## src/rtl/serial_adder_ctrl_pkg.sv

```systemverilog
// serial_adder_ctrl_pkg: state encoding shared by the serial adder controller and its users.
package serial_adder_ctrl_pkg;
    localparam int ST_W = 2;
    typedef enum logic [ST_W-1:0] {
        ST_IDLE = 2'd0,
        ST_RUN  = 2'd1,
        ST_DONE = 2'd2
    } state_t;
endpackage

```

## src/rtl/serial_adder_ctrl_fulladder.sv

```systemverilog
// fulladder: the shared 1-bit full-adder cell time-shared by serial_adder_ctrl.
module fulladder (
    input  logic A,
    input  logic B,
    input  logic Cin,
    output logic Sum,
    output logic Cout
);
    assign Sum  = A ^ B ^ Cin;
    assign Cout = (A & B) | (Cin & (A ^ B));
endmodule

```

## src/rtl/serial_adder_ctrl.sv

```systemverilog
// serial_adder_ctrl: adds two WIDTH-bit operands LSB first through one fulladder cell.
module serial_adder_ctrl
    import serial_adder_ctrl_pkg::*;
#(
    parameter int WIDTH = 8
) (
    input  logic             clk,
    input  logic             rst,
    input  logic             start,
    input  logic [WIDTH-1:0] a,
    input  logic [WIDTH-1:0] b,
    input  logic             cin,
    output logic             busy,
    output logic             done,
    output logic [WIDTH-1:0] sum,
    output logic             cout
);
    localparam int CW = $clog2(WIDTH + 1);
    state_t           state;
    logic [WIDTH-1:0] a_sr, b_sr, acc, acc_next;
    logic [CW-1:0]    cnt;
    logic             carry, fa_sum, fa_cout;
    fulladder u_fa (
        .A    (a_sr[0]),
        .B    (b_sr[0]),
        .Cin  (carry),
        .Sum  (fa_sum),
        .Cout (fa_cout)
    );
    // New sum bit enters at the MSB; after WIDTH shifts bit 0 holds the LSB.
    assign acc_next = WIDTH'({fa_sum, acc} >> 1);
    always_ff @(posedge clk or posedge rst) begin
        if (rst) begin
            state <= ST_IDLE;
            a_sr  <= '0;
            b_sr  <= '0;
            acc   <= '0;
            cnt   <= '0;
            carry <= 1'b0;
            busy  <= 1'b0;
            done  <= 1'b0;
            sum   <= '0;
            cout  <= 1'b0;
        end else begin
            done <= 1'b0;
            case (state)
                ST_IDLE, ST_DONE: begin
                    if (start) begin
                        a_sr  <= a;
                        b_sr  <= b;
                        carry <= cin;
                        acc   <= '0;
                        cnt   <= '0;
                        busy  <= 1'b1;
                        state <= ST_RUN;
                    end else begin
                        busy  <= 1'b0;
                        state <= ST_IDLE;
                    end
                end
                ST_RUN: begin
                    a_sr  <= a_sr >> 1;
                    b_sr  <= b_sr >> 1;
                    carry <= fa_cout;
                    acc   <= acc_next;
                    cnt   <= cnt + 1'b1;
                    if (cnt == CW'(WIDTH - 1)) begin
                        sum   <= acc_next;
                        cout  <= fa_cout;
                        busy  <= 1'b0;
                        done  <= 1'b1;
                        state <= ST_DONE;
                    end
                end
                default: begin
                    busy  <= 1'b0;
                    state <= ST_IDLE;
                end
            endcase
        end
    end
endmodule

```

## config.mk

```make
export PLATFORM = sky130hd
export DESIGN_NAME = serial_adder_ctrl
export DESIGN_NICKNAME = d
export VERILOG_FILES = /design/src/rtl/serial_adder_ctrl_pkg.sv /design/src/rtl/serial_adder_ctrl_fulladder.sv /design/src/rtl/serial_adder_ctrl.sv
export SDC_FILE = /design/constraint.sdc
export NUM_CORES = 1
export LEC_CHECK = 0
export CAP_MARGIN = 20
export CORE_ASPECT_RATIO = 1.75
export CORE_MARGIN = 4
export CORE_UTILIZATION = 26
export DETAILED_ROUTE_END_ITERATION = 10
export SKIP_CTS_REPAIR_TIMING = 1
export SYNTH_ARGS = -nofsm -noshare
export SYNTH_HDL_FRONTEND = slang
export SYNTH_SLANG_ARGS = --single-unit
```

## constraint.sdc

```tcl
create_clock -name clk -period 1.9 [get_ports clk]
set_clock_uncertainty 0.15 [all_clocks]
set_input_delay 0.38 -clock clk [delete_from_list [all_inputs] [get_ports clk]]
set_output_delay 0.38 -clock clk [all_outputs]
set_load 0.01 [all_outputs]
```

## Word-level counts from Yosys, hierarchy flattened

Cells that the tools add are included.

- Memory bits (writable): 0
- Memories kept: 0
- Output and inout port bits: 11
- Bits in latches: 0
- Bits of input ports: 20
- Flip-flop bits (word level): 42
- Word-level logic and storage cells: 44
- ROM bits: 0

- Shifts and indexed selects: 0
- Div/mod/pow operators: 0
- Multiply operators: 0
- Bitwise logic cells: 5
- Muxes and demuxes: 18
- $lt $le $gt $ge: 0
- Reduce and logical (&&, ||, !) cells: 5
- Add/sub/neg operators: 1
- Equality and inequality tests: 5

Operators with widths:

| operator | number |
|---|---|
| case mux 8 bit (2 select lines) | 3 |
| two-way mux 8 bit | 3 |
| case mux 4 bit (2 select lines) | 1 |
| two-way mux 1 bit | 6 |
| adder 4 x 1 -> 4 bit (second input constant) | 1 |
| equality test 4 x 3 -> 1 bit (second input constant) | 1 |
| two-way mux 4 bit | 1 |
| inequality test 2 bit (second input constant) | 2 |
| case mux 1 bit (2 select lines) | 2 |
| case mux 2 bit (2 select lines) | 1 |
| AND reduction 2 bit | 2 |
| bitwise AND 1 bit | 2 |
| equality test 2 x 1 -> 1 bit (second input constant) | 1 |
| equality test 2 bit (second input constant) | 1 |
| zero test 2 bit | 1 |
| two-way mux 2 bit | 1 |
| nonzero test 2 bit | 1 |
| OR reduction 2 bit | 1 |
| XOR 1 bit | 2 |
| bitwise OR 1 bit | 1 |

## Depth between registers and ports, before layout

- Depth after elaboration: 4
- Mapped depth: 5
- Mapped depth without buffers: 4

## Hierarchy

From an unflattened synthesis, not the netlist that was laid out.

- Cell total of the unflattened synthesis: 116
- Area, all modules: 1,640.3 sq um

By module, submodules not included:

| module | instances | area an instance (sq um) | cells each | sequential area each (sq um) |
|---|---|---|---|---|
| serial_adder_ctrl | 1 | 1,620.3 | 115 | 1,001.0 |
| fulladder | 1 | 20.0 | 1 | 0.0 |

## Least setup slack after synthesis

No wires, ideal clock.

- Path type: register to register
- From: register cnt[0]
- To: register cout
- Data required time: 1.625 ns
- Path slack: 0.323 ns
- Clock period less this slack: 1.577 ns
- Buffers on the path: 1
- Data arrival time: 1.302 ns
- Setup time: 0.125 ns
- Cell stages (with the launch flop): 6
- Cell sequence: dfrtp_1 ha_1 nand2_1 nor3b_1 buf_4 mux2_2

- Cells in the longest elaborated chain, start to end: 2

Ends and longest elaborated chain:

| element | line | source |
|---|---|---|
| start, declared | serial_adder_ctrl.sv:21 | `logic [CW-1:0] cnt;` |
| start signal, assigned | serial_adder_ctrl.sv:66 | `cnt <= cnt + 1'b1;` |
| equality test 4 x 3 -> 1 bit | serial_adder_ctrl.sv:67 | `if (cnt == CW'(WIDTH - 1)) begin` |
| AND reduction 2 bit (no source line) | -- |  |
| end signal, assigned | serial_adder_ctrl.sv:69 | `cout <= fa_cout;` |
| end, declared | serial_adder_ctrl.sv:16 | `output logic cout` |

Every way passes these cells.
A chain may end at the register's enable or synchronous reset.

## Worst setup path after layout

- From: input start
- To: register cnt[2]

- Cells in the longest elaborated chain, start to end: 2

Ends and longest elaborated chain:

| element | line | source |
|---|---|---|
| start, declared | serial_adder_ctrl.sv:9 | `input logic start,` |
| inequality test 2 bit (no source line) | -- |  |
| AND reduction 2 bit (no source line) | -- |  |

Every way passes these cells.

==> impl_metrics.py <==
metrics = {
    "placement": {
        "io_buffer_count": 30,
        "globalplace.congestion": 0.6989,
        "place.detailed.hpwl_mm": 2.140,
    },
    "setup_path": {
        "worstRegToRegCells": 5,
        "worstPathArrival_ps": 1760,
        "worstSetupEndpointType": "flop",
        "critical_path.reg2reg.endpoint": "sum[5]",
        "timing.reg2reg.setup_slack_ps": 200,
        "capturing_element_of_the_worst_setup_path": "cnt[2]",
        "cp-startpoint": "start",
        "reg2reg_from": "cnt[0]",
        "worstPathMaxFanout": 19,
        "cp.required_ps": 1920,
        "critical_path.startpoint_type": "input port",
        "setup.worst_path.class": "in2reg",
    },
    "routing": {
        "drt-initial-drc-count": 38,
        "ant_nets": 0,
        "routed_wirelength_mm": 2.963,
        "remaining_drc_errors": 0,
        "post_drt_via_cell_ratio": 4.552,
        "via_count": 1047,
        "wire_per_inst_microns": 12.88,
        "first_drt_pass_iteration_count": 4,
    },
    "run": {
        "maxCapViolCount": 0,
    },
    "yosys": {
        "synthDominantAreaCellType": "dfrtp_1",
        "ys_top_cells_by_area": "dfrtp_1, a22o_1, a21o_1",
        "mappedNetlistNets": 139,
        "share_of_flip_flops_with_an_asynchronous_set_or_reset": 1.000,
        "postSynth.topFlopCell": "dfrtp_1",
        "cell_with_the_most_instances_after_synthesis": "dfrtp_1",
        "synth_top_area_frac": 0.6144,
        "synth.ff_latch_count": 40,
        "synthesis.instances": 117,
        "netlist_top_cells_count": "dfrtp_1, a22o_1, a21o_1, mux2_2, buf_2",
        "synth-seq-area-share": 0.6144,
        "avgSynthCellArea_sq_um": 13.92,
        "ys.warnings.count": 0,
        "synthesis.area_sq_um": 1629,
        "yosys.cell_types.count": 20,
        "synth_edf_count": 0,
    },
    "power": {
        "internal_power_w": 0.002297,
        "power.switching_w": 0.001038,
        "switching_part_of_the_total": 0.3113,
        "power_leakage_nw": 1.029,
        "cellPowerDensity_nw_per_um2": 1570,
        "clock_power_share": 0.166,
        "comb_power_share": 0.398,
        "part_of_the_total_power_dissipated_in_sequential_elements": 0.436,
        "ir_worst_vdd_v": 0.0005327,
    },
    "die": {
        "die_h_microns": 112.7,
        "die_area_sq_um": 7646,
        "io_pins": 31,
        "start_util": 0.2728,
        "design.core.area_sq_um": 5972,
        "floorplan.die.width_microns": 67.84,
        "num_rows": 37,
    },
    "finish": {
        "drive_above_1_share": 0.1382,
        "antenna-diode-count": 0,
        "layout.nets": 173,
        "filler_cell_count": 566,
        "areaGrowthSynthToFinish_pct": 30.41,
    },
    "clock_tree": {
        "htreeDepth": 2,
        "clk_path_buf_depth": 2,
        "cts_root_buffer": "clkbuf_8",
        "worst_setup_hold_path_clk_slew_ps": 70,
        "cts_made_buffers": 5,
        "clock_tree_from_tritoncts": "done",
        "clkLatencyLatePin_ps": 280,
        "clock_sinks": 40,
    },
    "timing": {
        "tightest_slew_ps": 531.1,
        "finalCriticalPeriod_ps": 1738,
        "setup_tns_ps": 0,
        "clock.fmax_ghz": 0.5755,
        "final-setup-viol-count": 0,
        "final-max-slew-violation-count": 0,
        "rsz0062_at_grt": "false",
        "timing_hold_violations_final": 0,
        "fin_hold_ws_ps": 320.5,
        "maxSlewHeadroom": 0.6451,
        "layout_worst_path_cycle_share": 0.9146,
    },
    "grt": {
        "antenna_found_initial": 0,
        "grt_remaining_overflow": 0,
        "via_count_of_the_first_global_routing_pass": 1107,
        "global_route_wire_length_before_repair_mm": 5.057,
        "grt_use_total": 0.08581,
        "grt_start_max_net_pins": 41,
    },
    "outcome": {
        "status": "finished clean",
    },
    "min_path": {
        "hold_class": "in2async",
    },
}
-- cell usage in the layout (no fill, tap or decap), drive strengths merged --
cell type and n:
a21o 15, a22o 26, and2b 1, buf 5, clkbuf 8, clkdlybuf4s50 30, dfrtp 40, fa 1
ha 1, inv 1, mux2 9, mux2i 2, nand2 3, nand2b 1, nand4 1, nor2 2
nor2b 2, nor3b 2, o21ai 1, xnor2 1
-- power by group through the flow --
stage / combinational (W) / sequential, W / clock (W)
finish: 0.00133 / 0.00146 / 0.000554
detailed placement: 0.00134 / 0.00148 / 0
global route: 0.00147 / 0.00151 / 0.000627
CTS: 0.00134 / 0.00146 / 0.000583
global placement: 0.00130 / 0.00146 / 0
floorplan: 0.000911 / 0.00146 / 0
-- worst max-delay path: stages --
cell and delay [ps]:
clkdlybuf4s50_1 470, nor2b_1 260, buf_4 290, mux2i_1 100
a22o_1 240
-- per-stage QoR --
| step | worst slack [ps] | total power [W] | area (sq um) | instances | util |
|---|---|---|---|---|---|
| after floorplan | 323.0 | 0.002374 | 1629 | 117 | - |
| after global placement | -206.8 | 0.002760 | 2029 | 222 | 0.3398 |
| after detailed placement | -258.0 | 0.002815 | 2029 | 222 | 0.3398 |
| after CTS | 39.80 | 0.003384 | 2120 | 230 | 0.3549 |
| after global routing | 81.46 | 0.003598 | 2125 | 230 | 0.3558 |
| final | 162.2 | 0.003335 | 2125 | 230 | 0.3558 |
-- final cells by class --
class / instances / area (sq um) / share of cell area
repair buffers: 35 / 350.3 / 0.1649
flip-flops and latches: 40 / 1001 / 0.4711
clock buffers: 8 / 90.09 / 0.04240
inverters: 1 / 3.754 / 0.001767
multi-input cells: 68 / 581.8 / 0.2739
well taps: 78 / 97.59 / 0.04594
-- flip-flops by register name (all words and copies together) (netlist names), 2 cells and up --
| signal | flops |
|---|---|
| cnt | 4 |
| b_sr | 8 |
| sum | 8 |
| a_sr | 8 |
| acc | 7 |
| state | 2 |
-- worst min-delay path by stage --
stage / to / slack, ps / cells past startpoint
floorplan: a_sr[1] / 300 / 1
global placement: a_sr[6] / 310 / 1
detailed placement: b_sr[5] / 320 / 1
CTS: b_sr[0] / 330 / 3
global route: b_sr[1] / 350 / 1
finish: b_sr[0] / 320 / 3
-- layer usage --
metal | vias to the layer above | GRT usage | part of all wire | wire (microns)
met5 | - | 0 | 0 | 0
met4 | 0 | 0.03586 | 0.012 | 36
met3 | 5 | 0.02880 | 0.056 | 165
met2 | 31 | 0.1301 | 0.48 | 1422
met1 | 512 | 0.1103 | 0.45 | 1338
li1 | 499 | - | - | -
-- kinds of logic after synthesis --
| logic type | share of synthesized area |
|---|---|
| buffers and inverters | 0.03148 |
| AND/OR/NAND/NOR | 0.04225 |
| adder cells (fa/ha/maj) | 0.01997 |
| AO/OA/AOI/OAI | 0.2120 |
| XOR/XNOR | 0.005377 |
| flip-flops | 0.6144 |
| multiplexers | 0.07450 |
Power figures use the tool's default switching activity.
